### src/rtl/next_serial_tx_if.sv
`default_nettype none
// ============================================================================
// Module      : next_serial_tx_if
// Description : Host-side request/status bundle of the NeXT 40-bit serial
//               transmitter.
//   data        40  packet payload, bit 39 sent first
//   send         1  request to send data (held until ready)
//   send_reset   1  request to send the all-ones reset packet
//   ready        1  transmitter idle, accepts a request this edge
//   so           1  registered serial output
//   busy         1  packet or guard gap in progress
//   done         1  one-cycle pulse when a packet's gap completes
//   master : host command logic      slave : transmitter
// Revision    : 1.0  initial release
// ============================================================================
interface next_serial_tx_if;
    logic [39:0] data;
    logic        send;
    logic        send_reset;
    logic        ready;
    logic        so;
    logic        busy;
    logic        done;

    modport master (
        output data, send, send_reset,
        input  ready, so, busy, done
    );

    modport slave (
        input  data, send, send_reset,
        output ready, so, busy, done
    );
endinterface
`default_nettype wire

### src/rtl/next_serial_tx.sv
`default_nettype none
// ============================================================================
// Module      : next_serial_tx
// Description : Transmitter for the 40-bit NeXT keyboard/sound link. Sends a
//               one-cycle high start bit, 40 data bits MSB first, then a low
//               guard gap; or a long all-ones reset packet followed by the gap.
//               The line idles low.
// Ports       :
//   clk   in   system clock, one bit per clock
//   rst   in   asynchronous active-high reset
//   bus   slave modport of next_serial_tx_if (data/send/send_reset in,
//              ready/so/busy/done out)
// Parameters  :
//   GAP_BITS     low cycles after each packet (2..15)
//   RESET_EXTRA  extra high cycles after the 41 of a reset packet (2..23)
// Revision    : 1.0  initial release
// ============================================================================
module next_serial_tx #(
    parameter int GAP_BITS    = 2,
    parameter int RESET_EXTRA = 2
) (
    input  logic             clk,
    input  logic             rst,
    next_serial_tx_if.slave  bus
);

    typedef enum logic [2:0] {
        S_IDLE    = 3'd0,
        S_START   = 3'd1,
        S_DATA    = 3'd2,
        S_RSTHOLD = 3'd3,
        S_GAP     = 3'd4
    } state_t;

    // Terminal counts; the counter always leaves its state on these values,
    // so it never rolls over.
    localparam logic [5:0] c_DATA_LAST = 6'd39;
    localparam logic [5:0] c_RST_LAST  = 6'(40 + RESET_EXTRA);
    localparam logic [5:0] c_GAP_LAST  = 6'(GAP_BITS - 1);

    state_t      state_q, state_d;
    logic [5:0]  cnt_q, cnt_d;
    logic [39:0] shreg_q, shreg_d;
    logic        so_q, so_d;
    logic        done_q, done_d;

    // so_d is derived from the state being left at each edge, so the line
    // trails the state by one cycle: the START state is entered at the
    // acceptance edge and the start bit appears on so one edge later. The
    // last gap zero therefore coincides with the first IDLE cycle, which is
    // also where done pulses.
    always_comb begin
        state_d = state_q;
        cnt_d   = cnt_q;
        shreg_d = shreg_q;
        so_d    = 1'b0;
        done_d  = 1'b0;

        case (state_q)
            S_IDLE: begin
                if (bus.send_reset || bus.send) begin
                    shreg_d = bus.data;
                    cnt_d   = 6'd0;
                    // Reset request wins; a simultaneous send is dropped.
                    state_d = bus.send_reset ? S_RSTHOLD : S_START;
                end
            end

            S_START: begin
                so_d    = 1'b1;
                cnt_d   = 6'd0;
                state_d = S_DATA;
            end

            S_DATA: begin
                so_d    = shreg_q[39];
                shreg_d = {shreg_q[38:0], 1'b0};
                if (cnt_q == c_DATA_LAST) begin
                    cnt_d   = 6'd0;
                    state_d = S_GAP;
                end else begin
                    cnt_d = cnt_q + 6'd1;
                end
            end

            S_RSTHOLD: begin
                so_d = 1'b1;
                if (cnt_q == c_RST_LAST) begin
                    cnt_d   = 6'd0;
                    state_d = S_GAP;
                end else begin
                    cnt_d = cnt_q + 6'd1;
                end
            end

            S_GAP: begin
                if (cnt_q == c_GAP_LAST) begin
                    cnt_d   = 6'd0;
                    done_d  = 1'b1;
                    state_d = S_IDLE;
                end else begin
                    cnt_d = cnt_q + 6'd1;
                end
            end

            default: begin
                cnt_d   = 6'd0;
                state_d = S_IDLE;
            end
        endcase
    end

    always_ff @(posedge clk or posedge rst) begin
        if (rst) begin
            state_q <= S_IDLE;
            cnt_q   <= 6'd0;
            shreg_q <= 40'd0;
            so_q    <= 1'b0;
            done_q  <= 1'b0;
        end else begin
            state_q <= state_d;
            cnt_q   <= cnt_d;
            shreg_q <= shreg_d;
            so_q    <= so_d;
            done_q  <= done_d;
        end
    end

    assign bus.ready = (state_q == S_IDLE);
    assign bus.busy  = (state_q != S_IDLE);
    assign bus.so    = so_q;
    assign bus.done  = done_q;

endmodule
`default_nettype wire

### src/flat_wrapper.sv
// flat-port wrapper written by rule: the top's interface ports become plain ports
module next_serial_tx_flat 
#(
    parameter int GAP_BITS    = 2,
    parameter int RESET_EXTRA = 2
)
  (clk, rst, bus_data, bus_send, bus_send_reset, bus_ready, bus_so, bus_busy, bus_done);
  next_serial_tx_if bus_i ();
  input  logic clk;
  input  logic rst;
  input wire logic [$bits(bus_i.data)-1:0] bus_data;
  input wire logic [$bits(bus_i.send)-1:0] bus_send;
  input wire logic [$bits(bus_i.send_reset)-1:0] bus_send_reset;
  output wire logic [$bits(bus_i.ready)-1:0] bus_ready;
  output wire logic [$bits(bus_i.so)-1:0] bus_so;
  output wire logic [$bits(bus_i.busy)-1:0] bus_busy;
  output wire logic [$bits(bus_i.done)-1:0] bus_done;
  assign bus_i.data = bus_data;
  assign bus_i.send = bus_send;
  assign bus_i.send_reset = bus_send_reset;
  assign bus_ready = bus_i.ready;
  assign bus_so = bus_i.so;
  assign bus_busy = bus_i.busy;
  assign bus_done = bus_i.done;
  next_serial_tx #(.GAP_BITS(GAP_BITS), .RESET_EXTRA(RESET_EXTRA)) u_core (.clk(clk), .rst(rst), .bus(bus_i));
endmodule
### config.mk
export PLATFORM = sky130hd
export DESIGN_NAME = next_serial_tx_flat
export DESIGN_NICKNAME = d
export VERILOG_FILES = /design/src/rtl/next_serial_tx_if.sv /design/src/rtl/next_serial_tx.sv /design/src/flat_wrapper.sv
export SDC_FILE = /design/constraint.sdc
export NUM_CORES = 1
export LEC_CHECK = 0
export BUFFER_PORTS_ARGS = -buffer_cell sky130_fd_sc_hd__clkbuf_2
export CAP_MARGIN = 5
export CORE_AREA = 5 5 73 75
export DETAILED_ROUTE_END_ITERATION = 7
export DIE_AREA = 0 0 78 80
export GPL_ROUTABILITY_DRIVEN = 1
export HOLD_SLACK_MARGIN = 0.12
export PLACE_DENSITY_LB_ADDON = 0.25
export SLEW_MARGIN = 20
export SYNTH_ARGS = -nofsm -noshare
export SYNTH_HDL_FRONTEND = slang
export SYNTH_SLANG_ARGS = --single-unit
### constraint.sdc
create_clock -name clk -period 1.76 [get_ports clk]
set_input_delay 0.176 -clock clk [delete_from_list [all_inputs] [get_ports clk]]
set_output_delay 0.176 -clock clk [all_outputs]
set_load 0.03 [all_outputs]
=== After elaboration in Yosys (flattened, before gate mapping) ===
Index checks and enable logic that the tools add are counted.

* Register bits: 51
* Input bits: 44
* Output and inout port bits: 4

* Add/subtract/negate cells: 1
* Eq/ne operators: 11
* Mux-type cells: 16
* Reductions and logical operators: 7

{| class="wikitable"
|+ Operators with widths
! cell !! number
|-
| $pmux 40 s2 || 1
|-
| $mux 40 || 1
|-
| $mux 6 || 4
|-
| $pmux 6 s4 || 1
|-
| $pmux 3 s5 || 1
|-
| $eq 6x6->1 const B || 2
|-
| $mux 3 || 4
|-
| $ne 2x1->1 const B || 4
|-
| $add 6x1->6 const B || 1
|-
| $eq 3x2->1 const B || 2
|-
| $eq 6x1->1 const B || 1
|-
| $reduce_and 4->1 || 1
|-
| $eq 3x1->1 const B || 1
|-
| $eq 3x3->1 const B || 1
|-
| $logic_not 3->1 || 1
|-
| $reduce_bool 3->1 || 1
|-
| $mux 1 || 2
|-
| $mux 2 || 1
|-
| $pmux 1 s2 || 1
|-
| $reduce_and 2->1 || 1
|-
| $reduce_bool 2->1 || 1
|-
| $reduce_or 2->1 || 1
|-
| $logic_or 1x1->1 || 1
|}

=== Longest topological paths before layout ===
* Depth after elaboration: 3
* Mapped depth: 7

=== Least setup slack after synthesis ===
Ideal clock, no wire load.

* Path type: register -> register
* Start point: register u_core.state_q[0]
* End point: register u_core.cnt_q[4]
* Library setup time: 92 ps
* Data arrival time: 1,717 ps
* Setup slack: -49 ps
* Stages on the path, launching flop included: 7
* Cells stage by stage: dfrtp_1 -> buf_6 -> nor3_4 -> inv_2 -> nor3_1 -> o21ai_0 -> o31ai_2

* Word-level cells in the longest chain between the ends: 2

{| class="wikitable"
|+ RTL lines
! element !! RTL line !! RTL
|-
| start, declared || next_serial_tx.sv:41 || <nowiki>state_t state_q, state_d;</nowiki>
|-
| start signal, assigned || next_serial_tx.sv:121 || <nowiki>state_q <= state_d;</nowiki>
|-
| $logic_not 3->1 (*) || -- ||
|-
| via bus_ready || flat_wrapper.sv:14 || <nowiki>output wire logic [$bits(bus_i.ready)-1:0] bus_ready;</nowiki>
|-
| $pmux 6 s4 or $ne 2x1->1 (tied branches) || -- ||
|-
| end signal, assigned || next_serial_tx.sv:122 || <nowiki>cnt_q <= cnt_d;</nowiki>
|-
| end, declared || next_serial_tx.sv:42 || <nowiki>logic [5:0] cnt_q, cnt_d;</nowiki>
|}

The timed path passes the listed nets; every way through them passes the cells marked *.
A chain may end at the register's enable or synchronous reset.

=== Final worst setup path ===
* Start point: register u_core.state_q[0]
* End point: register u_core.cnt_q[4]

* Word-level cells in the longest chain between the ends: 2

{| class="wikitable"
|+ RTL lines
! element !! RTL line !! RTL
|-
| $eq 3x3->1, or another cell as far along || next_serial_tx.sv:59 || <nowiki>case (state_q)</nowiki>
|-
| $pmux 6 s4 or $ne 2x1->1 (tied branches) || -- ||
|}

Parallel ways exist; a longest one is shown, timed or not.

==> flow_metrics.tcl <==
set metrics [dict create \
    status "finished clean" \
    rsz0062_at_grt "false" \
    fmax_mhz 598.3 \
    drv_slew 0 \
    power.density_mw_per_mm2 1701 \
    area_growth_pct 17.29 \
    ys_ff_latch 51 \
    worst_ep_required_time_ps 1970 \
    vdd_drop_max_v 0.0008095 \
    cts_sinks 51 \
    grt_util_met1_pct 22.45 \
    yosysWarnings 0 \
    num_rows 25 \
    r2r_end "u_core.cnt_q[4]$_DFFE_PP0N_" \
    ios 48 \
    core_mm2 0.004598 \
    setup_tns_ps 0 \
    wl_per_cell_um 14.46 \
    ys_seq_area_share_pct 53.13 \
    diodes 0 \
    hold_class "input port to flop" \
    synth_edf_count 0 \
    startpoint "u_core.state_q[0]$_DFFE_PP0P_" \
    antenna_left 0 \
    layout_common_cells "nor2_1, dfrtp_1, clkbuf_2" \
    dr_total_vias 1934 \
    leakage_nw 1.330 \
    layout_setup_ws_ps 88.59 \
    synth.distinct_cells 37 \
    cts_buffers 5 \
    wl_um 5045 \
    busiest_layer "met2" \
    gr-usage-all-layers_pct 17.08 \
    reg2reg_depth 4 \
    maxCapViolations 0 \
    syn_inst 247 \
    hpwl_um 3545 \
    hold_violations 0 \
    drive_above_1_share_pct 25.76 \
    synthFlopType "dfrtp_1" \
    grt_first_pass_wirelength_um 8597 \
    clock_latency_ps 300 \
    multi_input_area_mm2 0.001037 \
    grt_max_degree 43 \
    regArea_mm2 0.001276 \
    path_clk_slew_ps 90 \
    dr.pass1.iters 4 \
    port_buffers 47 \
    gp_congestion 0.8226 \
    synth-async-reset-ratio_pct 100.0 \
    worstPathArrival_ps 1880 \
    syn_area_per_cell_um2 9.726 \
    drcViolationCount 0 \
    syn-cell-area_mm2 0.002402 \
    r2r_setup_slack_ps 90 \
    antenna_found_initial 0 \
    clockRootBuffer "clkbuf_8" \
    worstSetupPathType "flop to flop" \
    post-route-min-period_ps 1671 \
    grtUsageMet2_pct 28.55 \
    crit_path_max_fanout 11 \
    worstSetupEndpointType "flop" \
    r2r-start "u_core.state_q[0]$_DFFE_PP0P_" \
    die_area_mm2 0.006240 \
    vias_per_cell 5.542 \
    die_y_um 80 \
    synthesis.nets 294 \
    final_core_util_pct 61.28 \
    die_w_um 78 \
    met3_usage_pct 4.063 \
    pre_cts_slack_ps 20.58 \
    overflow 0 \
    nFillCells 412 \
    finalSetupViolations 0 \
    h-tree-depth 2 \
    hold_path_depth 3 \
    cp-start-kind "flop" \
    grt_pass1_vias 1920 \
    worst_hold_path.endpoint "u_core.shreg_q[2]$_DFFE_PP0P_" \
    cts.path.max_buffers 2 \
    relSlewSlack_pct 68.16 \
    finClkSkew_ps 7.547 \
    nets 343 \
    tightest_slew_ps 476.9 \
    final_common_cell "nor2_1" \
    tritoncts "done" \
    dr.first_iter.drc_count 91 \
    min_period_over_period_pct 94.97 \
    start_util_pct 52.24 \
    min_from "bus_data[2]" \
]
==> stage by stage <==
| stage | hold slack, ps | total power, mW | instance area [um2] | std cells |
|---|---|---|---|---|
| floorplan | 321.2 | 3.711 | 2407 | 247 |
| global placement | 207.3 | 4.083 | 2709 | 341 |
| detailed placement | 200.1 | 4.182 | 2709 | 341 |
| CTS | 124.1 | 4.811 | 2805 | 349 |
| global route | 133.2 | 5.212 | 2818 | 349 |
| finish | 127.3 | 4.793 | 2818 | 349 |
==> synth_stat cells, types with 2 or more instances <==
library cell	n	area share, %
a21oi_1	4	0.83
a21oi_2	2	0.73
buf_2	4	0.83
buf_4	2	0.62
buf_6	4	1.9
clkbuf_1	3	0.47
dfrtp_1	51	53
ha_1	3	1.6
inv_1	5	0.78
mux2i_1	13	5.4
nand2_1	21	3.3
nand3_1	5	1.0
nor2_1	62	9.7
nor3_1	2	0.42
o21ai_0	4	0.83
o21ai_1	11	2.3
o22ai_1	28	7.3
o311ai_0	3	1.1
or2_2	2	0.52
==> flip-flops by register name (all words and copies together) (netlist names) <==
name,count
u_core.cnt_q,6
u_core.shreg_q,40
u_core.bus.so,1
u_core.state_q,3
u_core.bus.done,1
==> layer usage <==
layer  vias to the layer above  part of all wire, %
met5                         -                    0
met4                         0                 0.91
met3                         5                  5.6
met2                        46                   48
met1                       931                   46
li1                        952                    -
==> worst max-delay path, stage by stage, from the launching register on <==
cell and delay, ps:
dfrtp_1 490, or3b_4 540, a41oi_2 250, a211oi_4 90, o31ai_2 210
==> cell families after synthesis <==
family / Yosys count / share of synthesized area, %
buffers and inverters: 19 / 4.739
adder cells (fa/ha/maj): 3 / 1.563
AND/OR/NAND/NOR: 101 / 18.39
multiplexers: 13 / 5.416
flip-flops: 51 / 53.12
AO/OA/AOI/OAI: 60 / 16.77
==> worst max-delay path by stage <==
stage                                                end  slack [ps]  cells past startpoint
after global placement       u_core.cnt_q[3]$_DFFE_PP0N_          90                      6
after global routing      u_core.shreg_q[13]$_DFFE_PP0P_           3                      6
after floorplan            u_core.shreg_q[1]$_DFFE_PP0P_          40                      6
after detailed placement     u_core.cnt_q[3]$_DFFE_PP0N_          20                      6
after CTS                    u_core.cnt_q[3]$_DFFE_PP0N_           9                      6
final                        u_core.cnt_q[4]$_DFFE_PP0N_          90                      4
==> cell type report <==
cell class	instances	area share, %
inverter	6	0.7993
sequential	51	45.29
clock inverter	1	0.2664
timing repair buffer	55	11.99
clock buffer	5	2.442
multi-input combinational	177	36.81
tap	54	2.398
==> power by group <==
group	switching (mW)	internal, mW
logic	1.18	0.889
clock network	0.361	0.265
registers	0.377	1.72
==> timing repair <==
action | CTS | global route
hold buffers | 2 | 0
resized for setup | 0 | 2
hold endpoints to repair | 22 | 0
buffers inserted | 0 | 0
endpoints found under the setup margin | 0 | 6
Note: power is estimated with default switching activity, not from simulation.
